===== config.mk =====
export PLATFORM = sky130hd
export DESIGN_NAME = dtc_vote_decoder
export DESIGN_NICKNAME = d
export VERILOG_FILES = /design/src/rtl/dtc_pkg.sv /design/src/rtl/dtc_therm_to_idx.sv /design/src/rtl/dtc_vote_decoder.sv
export SDC_FILE = /design/constraint.sdc
export NUM_CORES = 1
export LEC_CHECK = 0
export BUFFER_PORTS_ARGS = -buffer_cell sky130_fd_sc_hd__clkbuf_2
export CORE_MARGIN = 5
export CORE_UTILIZATION = 65
export DETAILED_ROUTE_END_ITERATION = 6
export HOLD_SLACK_MARGIN = 0.12
export PLACE_DENSITY = 0.86
export SLEW_MARGIN = 20
export SYNTH_ARGS = -nofsm -noshare
export SYNTH_HDL_FRONTEND = slang
export SYNTH_SLANG_ARGS = --single-unit

===== constraint.sdc =====
create_clock -name clk -period 11.55 [get_ports clk]
set_input_delay 2.8875 -clock clk [delete_from_list [all_inputs] [get_ports clk]]
set_output_delay 2.8875 -clock clk [all_outputs]
set_load 0.01 [all_outputs]

===== src/rtl/dtc_pkg.sv =====
// Shared types and constants for the dtc classifier output path.
// Latency: n/a (declarations only).
// Backpressure: n/a.
package dtc_pkg;

    localparam int NUM_CLASSES = 9;
    localparam int CLS_W       = 4;
    localparam int CODE_W      = 8;

    // Legal thermometer class words: k ones packed against bit 0 encode class k.
    localparam logic [CODE_W-1:0] CODE_K0 = 8'h00;
    localparam logic [CODE_W-1:0] CODE_K1 = 8'h01;
    localparam logic [CODE_W-1:0] CODE_K2 = 8'h03;
    localparam logic [CODE_W-1:0] CODE_K3 = 8'h07;
    localparam logic [CODE_W-1:0] CODE_K4 = 8'h0F;
    localparam logic [CODE_W-1:0] CODE_K5 = 8'h1F;
    localparam logic [CODE_W-1:0] CODE_K6 = 8'h3F;
    localparam logic [CODE_W-1:0] CODE_K7 = 8'h7F;
    localparam logic [CODE_W-1:0] CODE_K8 = 8'hFF;

    typedef enum logic [1:0] {
        ACC  = 2'd0,
        SCAN = 2'd1,
        OUT  = 2'd2
    } state_t;

endpackage


===== src/rtl/dtc_therm_to_idx.sv =====
// Thermometer class word to class index decoder with legality flag.
// Latency: combinational.
// Backpressure: none, pure function of code.
module dtc_therm_to_idx
    import dtc_pkg::*;
(
    input  logic [CODE_W-1:0] code,
    output logic [CLS_W-1:0]  idx,
    output logic              legal
);

    logic [CODE_W-1:0] code_inc;

    // A word is a thermometer code exactly when adding one clears every set bit
    // (0xFF wraps to 0x00, which still satisfies the test).
    assign code_inc = code + 8'd1;
    assign legal    = ((code & code_inc) == '0);

    // Popcount gives the class index for legal words; ignored when illegal.
    always_comb begin
        idx = '0;
        for (int i = 0; i < CODE_W; i++) begin
            idx = idx + CLS_W'(code[i]);
        end
    end

endmodule


===== src/rtl/dtc_vote_decoder.sv =====
// Majority-vote decoder: tallies WINDOW legal class words, then scans for the winning class.
// Latency: last accepted sample in cycle T -> out_valid in cycle T+10 (9-cycle scan).
// Backpressure: in_ready low during SCAN/OUT; result held in OUT until out_ready.
module dtc_vote_decoder
    import dtc_pkg::*;
#(
    parameter  int WINDOW = 8,
    localparam int CNT_W  = $clog2(WINDOW + 1)
) (
    input  logic              clk,
    input  logic              rst,
    input  logic              in_valid,
    output logic              in_ready,
    input  logic [CODE_W-1:0] in_code,
    output logic              out_valid,
    input  logic              out_ready,
    output logic [CLS_W-1:0]  out_class,
    output logic [CNT_W-1:0]  out_votes,
    output logic [7:0]        err_count,
    output logic              busy
);

    localparam logic [CNT_W-1:0] WIN_C     = CNT_W'(WINDOW);
    localparam logic [CLS_W-1:0] LAST_IDX  = CLS_W'(NUM_CLASSES - 1);

    state_t            state;
    state_t            state_nxt;

    logic [CLS_W-1:0]  dec_idx;
    logic              dec_legal;

    logic [CNT_W-1:0]  vote [NUM_CLASSES];
    logic [CNT_W-1:0]  sample_cnt;
    logic [CNT_W-1:0]  sample_inc;

    logic [CLS_W-1:0]  scan_idx;
    logic [CLS_W-1:0]  best_class;
    logic [CNT_W-1:0]  best_votes;
    logic [CLS_W-1:0]  cand_class;
    logic [CNT_W-1:0]  cand_votes;

    logic              acc_fire;
    logic              legal_fire;
    logic              illegal_fire;
    logic              window_done;
    logic              scan_last;
    logic              out_fire;

    dtc_therm_to_idx u_dec (
        .code  (in_code),
        .idx   (dec_idx),
        .legal (dec_legal)
    );

    assign acc_fire     = in_valid && (state == ACC);
    assign legal_fire   = acc_fire && dec_legal;
    assign illegal_fire = acc_fire && !dec_legal;
    assign sample_inc   = sample_cnt + CNT_W'(1);
    // Only a legal word can close the window; illegal ones never advance sample_cnt.
    assign window_done  = legal_fire && (sample_inc == WIN_C);
    assign scan_last    = (state == SCAN) && (scan_idx == LAST_IDX);
    assign out_fire     = (state == OUT) && out_ready;

    // Strict compare keeps the earlier (lower) index on ties.
    assign cand_class = (vote[scan_idx] > best_votes) ? scan_idx       : best_class;
    assign cand_votes = (vote[scan_idx] > best_votes) ? vote[scan_idx] : best_votes;

    // State register.
    always_ff @(posedge clk) begin
        if (rst) begin
            state <= ACC;
        end else begin
            state <= state_nxt;
        end
    end

    // Next-state decode and handshake/status outputs.
    always_comb begin
        state_nxt = state;
        in_ready  = 1'b0;
        out_valid = 1'b0;
        busy      = 1'b0;
        case (state)
            ACC: begin
                in_ready = 1'b1;
                if (window_done) begin
                    state_nxt = SCAN;
                end
            end
            SCAN: begin
                busy = 1'b1;
                if (scan_last) begin
                    state_nxt = OUT;
                end
            end
            OUT: begin
                busy      = 1'b1;
                out_valid = 1'b1;
                if (out_ready) begin
                    state_nxt = ACC;
                end
            end
            default: begin
                state_nxt = ACC;
            end
        endcase
    end

    // Per-class vote counters and window sample count; wiped once the result is taken.
    always_ff @(posedge clk) begin
        if (rst || out_fire) begin
            for (int i = 0; i < NUM_CLASSES; i++) begin
                vote[i] <= '0;
            end
            sample_cnt <= '0;
        end else if (legal_fire) begin
            vote[dec_idx] <= vote[dec_idx] + CNT_W'(1);
            sample_cnt    <= sample_inc;
        end
    end

    // Saturating count of illegal words; survives window boundaries.
    always_ff @(posedge clk) begin
        if (rst) begin
            err_count <= '0;
        end else if (illegal_fire && (err_count != 8'hFF)) begin
            err_count <= err_count + 8'd1;
        end
    end

    // Scan walker: visits one class per cycle, tracking the running best.
    always_ff @(posedge clk) begin
        if (rst || out_fire) begin
            scan_idx   <= '0;
            best_class <= '0;
            best_votes <= '0;
        end else if (state == SCAN) begin
            scan_idx   <= scan_last ? '0 : scan_idx + CLS_W'(1);
            best_class <= cand_class;
            best_votes <= cand_votes;
        end
    end

    // Result registers: loaded on the final scan step, held until the next result.
    always_ff @(posedge clk) begin
        if (rst) begin
            out_class <= '0;
            out_votes <= '0;
        end else if (scan_last) begin
            out_class <= cand_class;
            out_votes <= cand_votes;
        end
    end

endmodule


### After elaboration in Yosys (flattened, before gate mapping)

Memory sizes are Yosys's and may differ from the RTL's. A register that Yosys moved wholly into a read port is not among the register bits.
Cells that the tools add are included.

* flip-flop bits (word level): 34
* memory bits (writable): 36
* input bits: 12
* output and inout port bits: 19
* logic and storage cells: 65
* memories kept: 1

* add/subtract/negate cells: 12
* order comparisons: 1
* equality and inequality tests: 8
* multiplexer cells: 20
* bitwise operators: 1
* reduce and logical (&&, ||, !) cells: 14

Memory list
* vote: depth 9, bits a word 4, rd ports 2, clocked after memory_dff 1, wr ports 9, RTL line dtc_vote_decoder.sv:32 `logic [CNT_W-1:0] vote [NUM_CLASSES];`

Operator list (number)
* 4-bit 2-to-1 mux: 7
* 4-bit by 1-bit adder with 4-bit output: 6
* 8-bit by 1-bit adder with 8-bit output (second input constant): 2
* 4-bit by 1-bit adder with 4-bit output (second input constant): 3
* 1-bit 2-to-1 mux: 9
* 8-bit AND: 1
* 4-bit == test (second input constant): 2
* 8-bit zero test: 1
* 8-bit inequality test (second input constant): 1
* 1-bit logical AND: 7
* 2-bit 2-to-1 mux: 3
* 2-bit inequality test (second input constant): 3
* 2-bit one-hot mux with 3 select lines: 1
* 4-bit > comparator: 1
* 4-bit OR reduction: 1
* 3-bit AND reduction: 1
* 1-bit by 1-bit adder with 2-bit output: 1
* 2-bit by 1-bit == test with 1-bit output (second input constant): 1
* 2-bit == test (second input constant): 1
* 2-bit zero test: 1
* 2-bit OR reduction: 1
* 1-bit zero test: 1
* 1-bit logical OR: 1

### Logic depth before layout (Yosys ltp)

An unclocked memory read counts as a cell.

* word-level depth: 10
* depth in mapped cells: 16

### Hierarchy

A second synthesis with hierarchy kept.

* cells, all modules: 424
* area, all modules: 5318.9 um2

By module, submodules not included
* dtc_vote_decoder: instances 1, cells an instance 394, area an instance 5063.6 um2
* dtc_therm_to_idx: instances 1, cells an instance 30, area an instance 255.2 um2

### Worst setup path before layout

No wires, ideal clock.

* kind: input-to-reg
* start point: input port in_code[0]
* end point: memory vote[10][2] (netlist name) (data pin)
* library setup time: 0.288 ns
* arrival: 7.006 ns
* required time: 11.262 ns
* slack: 4.256 ns
* cell stages on the path: 15
* path buffers: 3
* cells stage by stage: inv_1 -> ha_1 -> fa_1 -> fa_1 -> fa_1 -> fa_1 -> buf_2 -> buf_2 -> mux4_2 -> mux2i_1 -> a211oi_1 -> clkbuf_1 -> ha_1 -> xnor2_2 -> inv_1

RTL lines
* from (decl): RTL line dtc_vote_decoder.sv:14 `input logic [CODE_W-1:0] in_code,`
* to (decl): RTL line dtc_vote_decoder.sv:32

==> results.cfg <==
[outcome]
run_status = finished, final reports clean

[floorplanning]
rows = 33
fp.dieArea_um2 = 10300
floorplan.initialDensity_pct = 66.6
die-height_um = 102
io-pin-count = 31
die_width_um = 102
area_of_the_core_um2 = 8180

[clock_network]
clock-sinks = 102
postCtsSetupBuffers = 0
cts-buffers-inserted = 9
worst_skew_late_latency_ns = 0.37
post_cts.resized_instances = 0
htree_levels = 3
path_clk_slew_ns = 0.10
max-clock-path-buffers = 2
clock-root-buffer = sky130_fd_sc_hd__clkbuf_8
cts_tree = done
cts_hold_buf = 0

[pwr]
worst_ir_drop_vdd_mv = 0.0966
netSwitchingFraction_pct = 33.1
pwr_density_cell_nw_per_um2 = 153
internal_power_uw = 597
total_power_uw = 892
power_leakage_uw = 0.00222
power.switching_uw = 295
part_of_the_power_in_combinational_logic_pct = 28.6
clkPwrFrac_pct = 24.0
sequentialPowerShare_pct = 47.4

[setup_path]
worst_setup_path_end_kind = flop
critical_path_class = primary input to flop
start_kind = primary input
r2r_end = out_votes[3]$_SDFFE_PP0P_
cp_slowest_cell = sky130_fd_sc_hd__fa_1
cp.arrival_ns = 7.80
timing.critical_path.slowest_cell_delay_ns = 1.15
worstRegToRegCells = 12
timing.critical_path.required_ns = 11.61
worst-path-max-fanout = 26
worstPathCellList = clkbuf_2, inv_1, ha_1, fa_1, fa_1, fa_2, fa_1, mux4_1, mux2i_1, nor3b_1, or3_4, ha_1, xnor2_2, inv_1
cpMostUsedCell = sky130_fd_sc_hd__fa_1
r2r_slack_ns = 8.05

[routing]
detail-route-antenna-nets = 0
dr_total_vias = 3635
drt_wl_total_mm = 11.1
drt_first_iter_violations = 241
avgViaCountPerCell = 6.41
dr.pass1.iters = 5
route.detailed.wl_per_inst_um = 19.5
drc = 0

[timing]
period_share_pct = 67.0
finalSetupViolCount = 0
timing.final.max_slew_violations = 0
clock.fmax_mhz = 129
unrepaired_setup_endpoints_after_global_routing = no
largest_clock_skew_in_the_final_design_ns = 0.00903
min_period_ns = 7.73
count_of_final_hold_check_violations = 0
fin_tns_setup_ns = 0
timing_worst_slew_pin_value_ns = 1.19
slew_headroom_pct = 19.9

[hold_path]
worstHoldStart = out_class[3]$_SDFFE_PP0P_
worstHoldEndpoint = out_class[3]$_SDFFE_PP0P_
whs_path_depth = 2
holdCritPathClass = flop to flop

[finish]
area_delta_synth_final_pct = 6.94
most_frequent_standard_cell_in_the_layout_excluding_fill_and_tap_cells = sky130_fd_sc_hd__edfxtp_1
most-common-layout-cells = 64 x sky130_fd_sc_hd__edfxtp_1, 62 x sky130_fd_sc_hd__nor2_1, 38 x sky130_fd_sc_hd__dfxtp_1
diodes = 0
post_route_cells_drive_above_1_share_pct = 18.8
postLayoutCoreUtil_pct = 71.2
final_net_count = 491

[synthesis]
netlist_instances = 436
synth_enable_flop_cells = 64
count_of_unique_library_cells_instantiated_by_yosys = 51
synth_area_um2 = 5450
seq_area_frac_synth_pct = 49.3
flip_flop_and_latch_count_after_synthesis = 102
ys.warnings.count = 0
postSynth.topFlopCell = sky130_fd_sc_hd__edfxtp_1
asyncSetResetFlopFracSynth_pct = 0
synth.net_count = 470
synth.avg_cell_area_um2 = 12.5

[global_route]
grt_pass1_vias = 3623
grt.overflow.total = 0
grt_first_pass_wirelength_mm = 18.0
antenna_found_initial = 0
grt_max_degree = 27
globalRouteTotalUtil_pct = 23.1

[run]
timing.max_cap.violations = 0

[placement]
port_buffers = 30
gpl.final_weighted_congestion = 0.856
dp.final_hpwl_mm = 8.01
[state kept, by name (all words and copies together) (netlist names), named ones only]
| name | count |
|---|---|
| err_count | 8 |
| sample_cnt | 4 |
| out_class | 4 |
| state | 2 |
| vote | 64 |
| out_votes | 4 |
| best_class | 4 |
| best_votes | 4 |
| scan_idx | 4 |
[cell families (layout without fill, tap and decap cells)]
kind of cell,count (synthesis),after routing,synth area share [%]
fa+ha+maj,22,22,5.61
xor+xnor,13,13,2.23
compound gates,51,51,6.29
mux,63,63,20.0
buf+inv,46,72,3.81
flops,102,102,49.3
simple gates,139,139,12.8
[power groups by stage]
stage | sequential, uW | clock [uW] | combinational (uW)
2_1_floorplan | 429 | 0 | 199
3_3_place_gp | 430 | 0 | 240
3_5_place_dp | 431 | 0 | 250
4_1_cts | 422 | 218 | 252
5_1_grt | 423 | 234 | 275
6_report | 422 | 214 | 255
[synthesized netlist by cell type, types with 12 or more instances]
library cell               instances  area (um2)
sky130_fd_sc_hd__edfxtp_1         64        1920
sky130_fd_sc_hd__nor2_1           62         233
sky130_fd_sc_hd__dfxtp_1          38         761
sky130_fd_sc_hd__mux2i_1          30         300
sky130_fd_sc_hd__inv_1            23        86.3
sky130_fd_sc_hd__mux4_2           21         473
sky130_fd_sc_hd__a21oi_1          20         100
sky130_fd_sc_hd__nand2_1          20        75.1
sky130_fd_sc_hd__ha_1             18         225
sky130_fd_sc_hd__a211oi_1         13        97.6
sky130_fd_sc_hd__clkbuf_1         13        48.8
sky130_fd_sc_hd__mux4_1           12         315
[worst max path at each step]
| stage | start | endpoint | slack [ns] | cells after the start |
|---|---|---|---|---|
| CTS | in_code[0] | vote[9][2]$_DFFE_PP_ | 3.73 | 13 |
| global route | in_code[0] | vote[12][2]$_DFFE_PP_ | 3.60 | 14 |
| global placement | in_code[0] | vote[12][2]$_DFFE_PP_ | 3.55 | 13 |
| finish | in_code[0] | vote[9][2]$_DFFE_PP_ | 3.82 | 14 |
| floorplan | in_code[0] | vote[10][2]$_DFFE_PP_ | 4.26 | 15 |
| detailed placement | in_code[0] | vote[12][2]$_DFFE_PP_ | 3.37 | 13 |
[per-layer routing]
layer  wire length (um)  GRT usage [%]  up-vias
met5                  0              0        -
met4                254           7.16        0
met3                887           7.16       33
met2               5640           39.0      155
met1               4280           28.7     1772
li1                   -              -     1675
[critical path, delay by kind of cell]
family	cells	cell delay, ns
adders and majority gates	6	2.97
muxes	2	0.56
xor gates and xnor gates	1	0.51
and+or+nand+nor	2	0.46
buffers and inverters	3	0.40
[stage by stage]
stage                     instance area (um2)  instances  setup WS [ns]  hold WS [ns]
final                                    5820        567           3.82         0.505
after global placement                   5630        551           3.55         0.474
after global routing                     5820        567           3.60         0.523
after floorplan                          5450        436           4.26         0.464
after detailed placement                 5630        551           3.37         0.492
after CTS                                5820        567           3.73         0.510
[cell type report]
class | instances | area (um2)
multi-input combinational | 288 | 2560
clock buffer | 9 | 124
tap | 105 | 131
fill | 556 | 2350
clock inverter | 7 | 68.8
timing repair buffer | 32 | 165
inverter | 24 | 90.1
sequential | 102 | 2680
(Power assumes the default switching activity.)
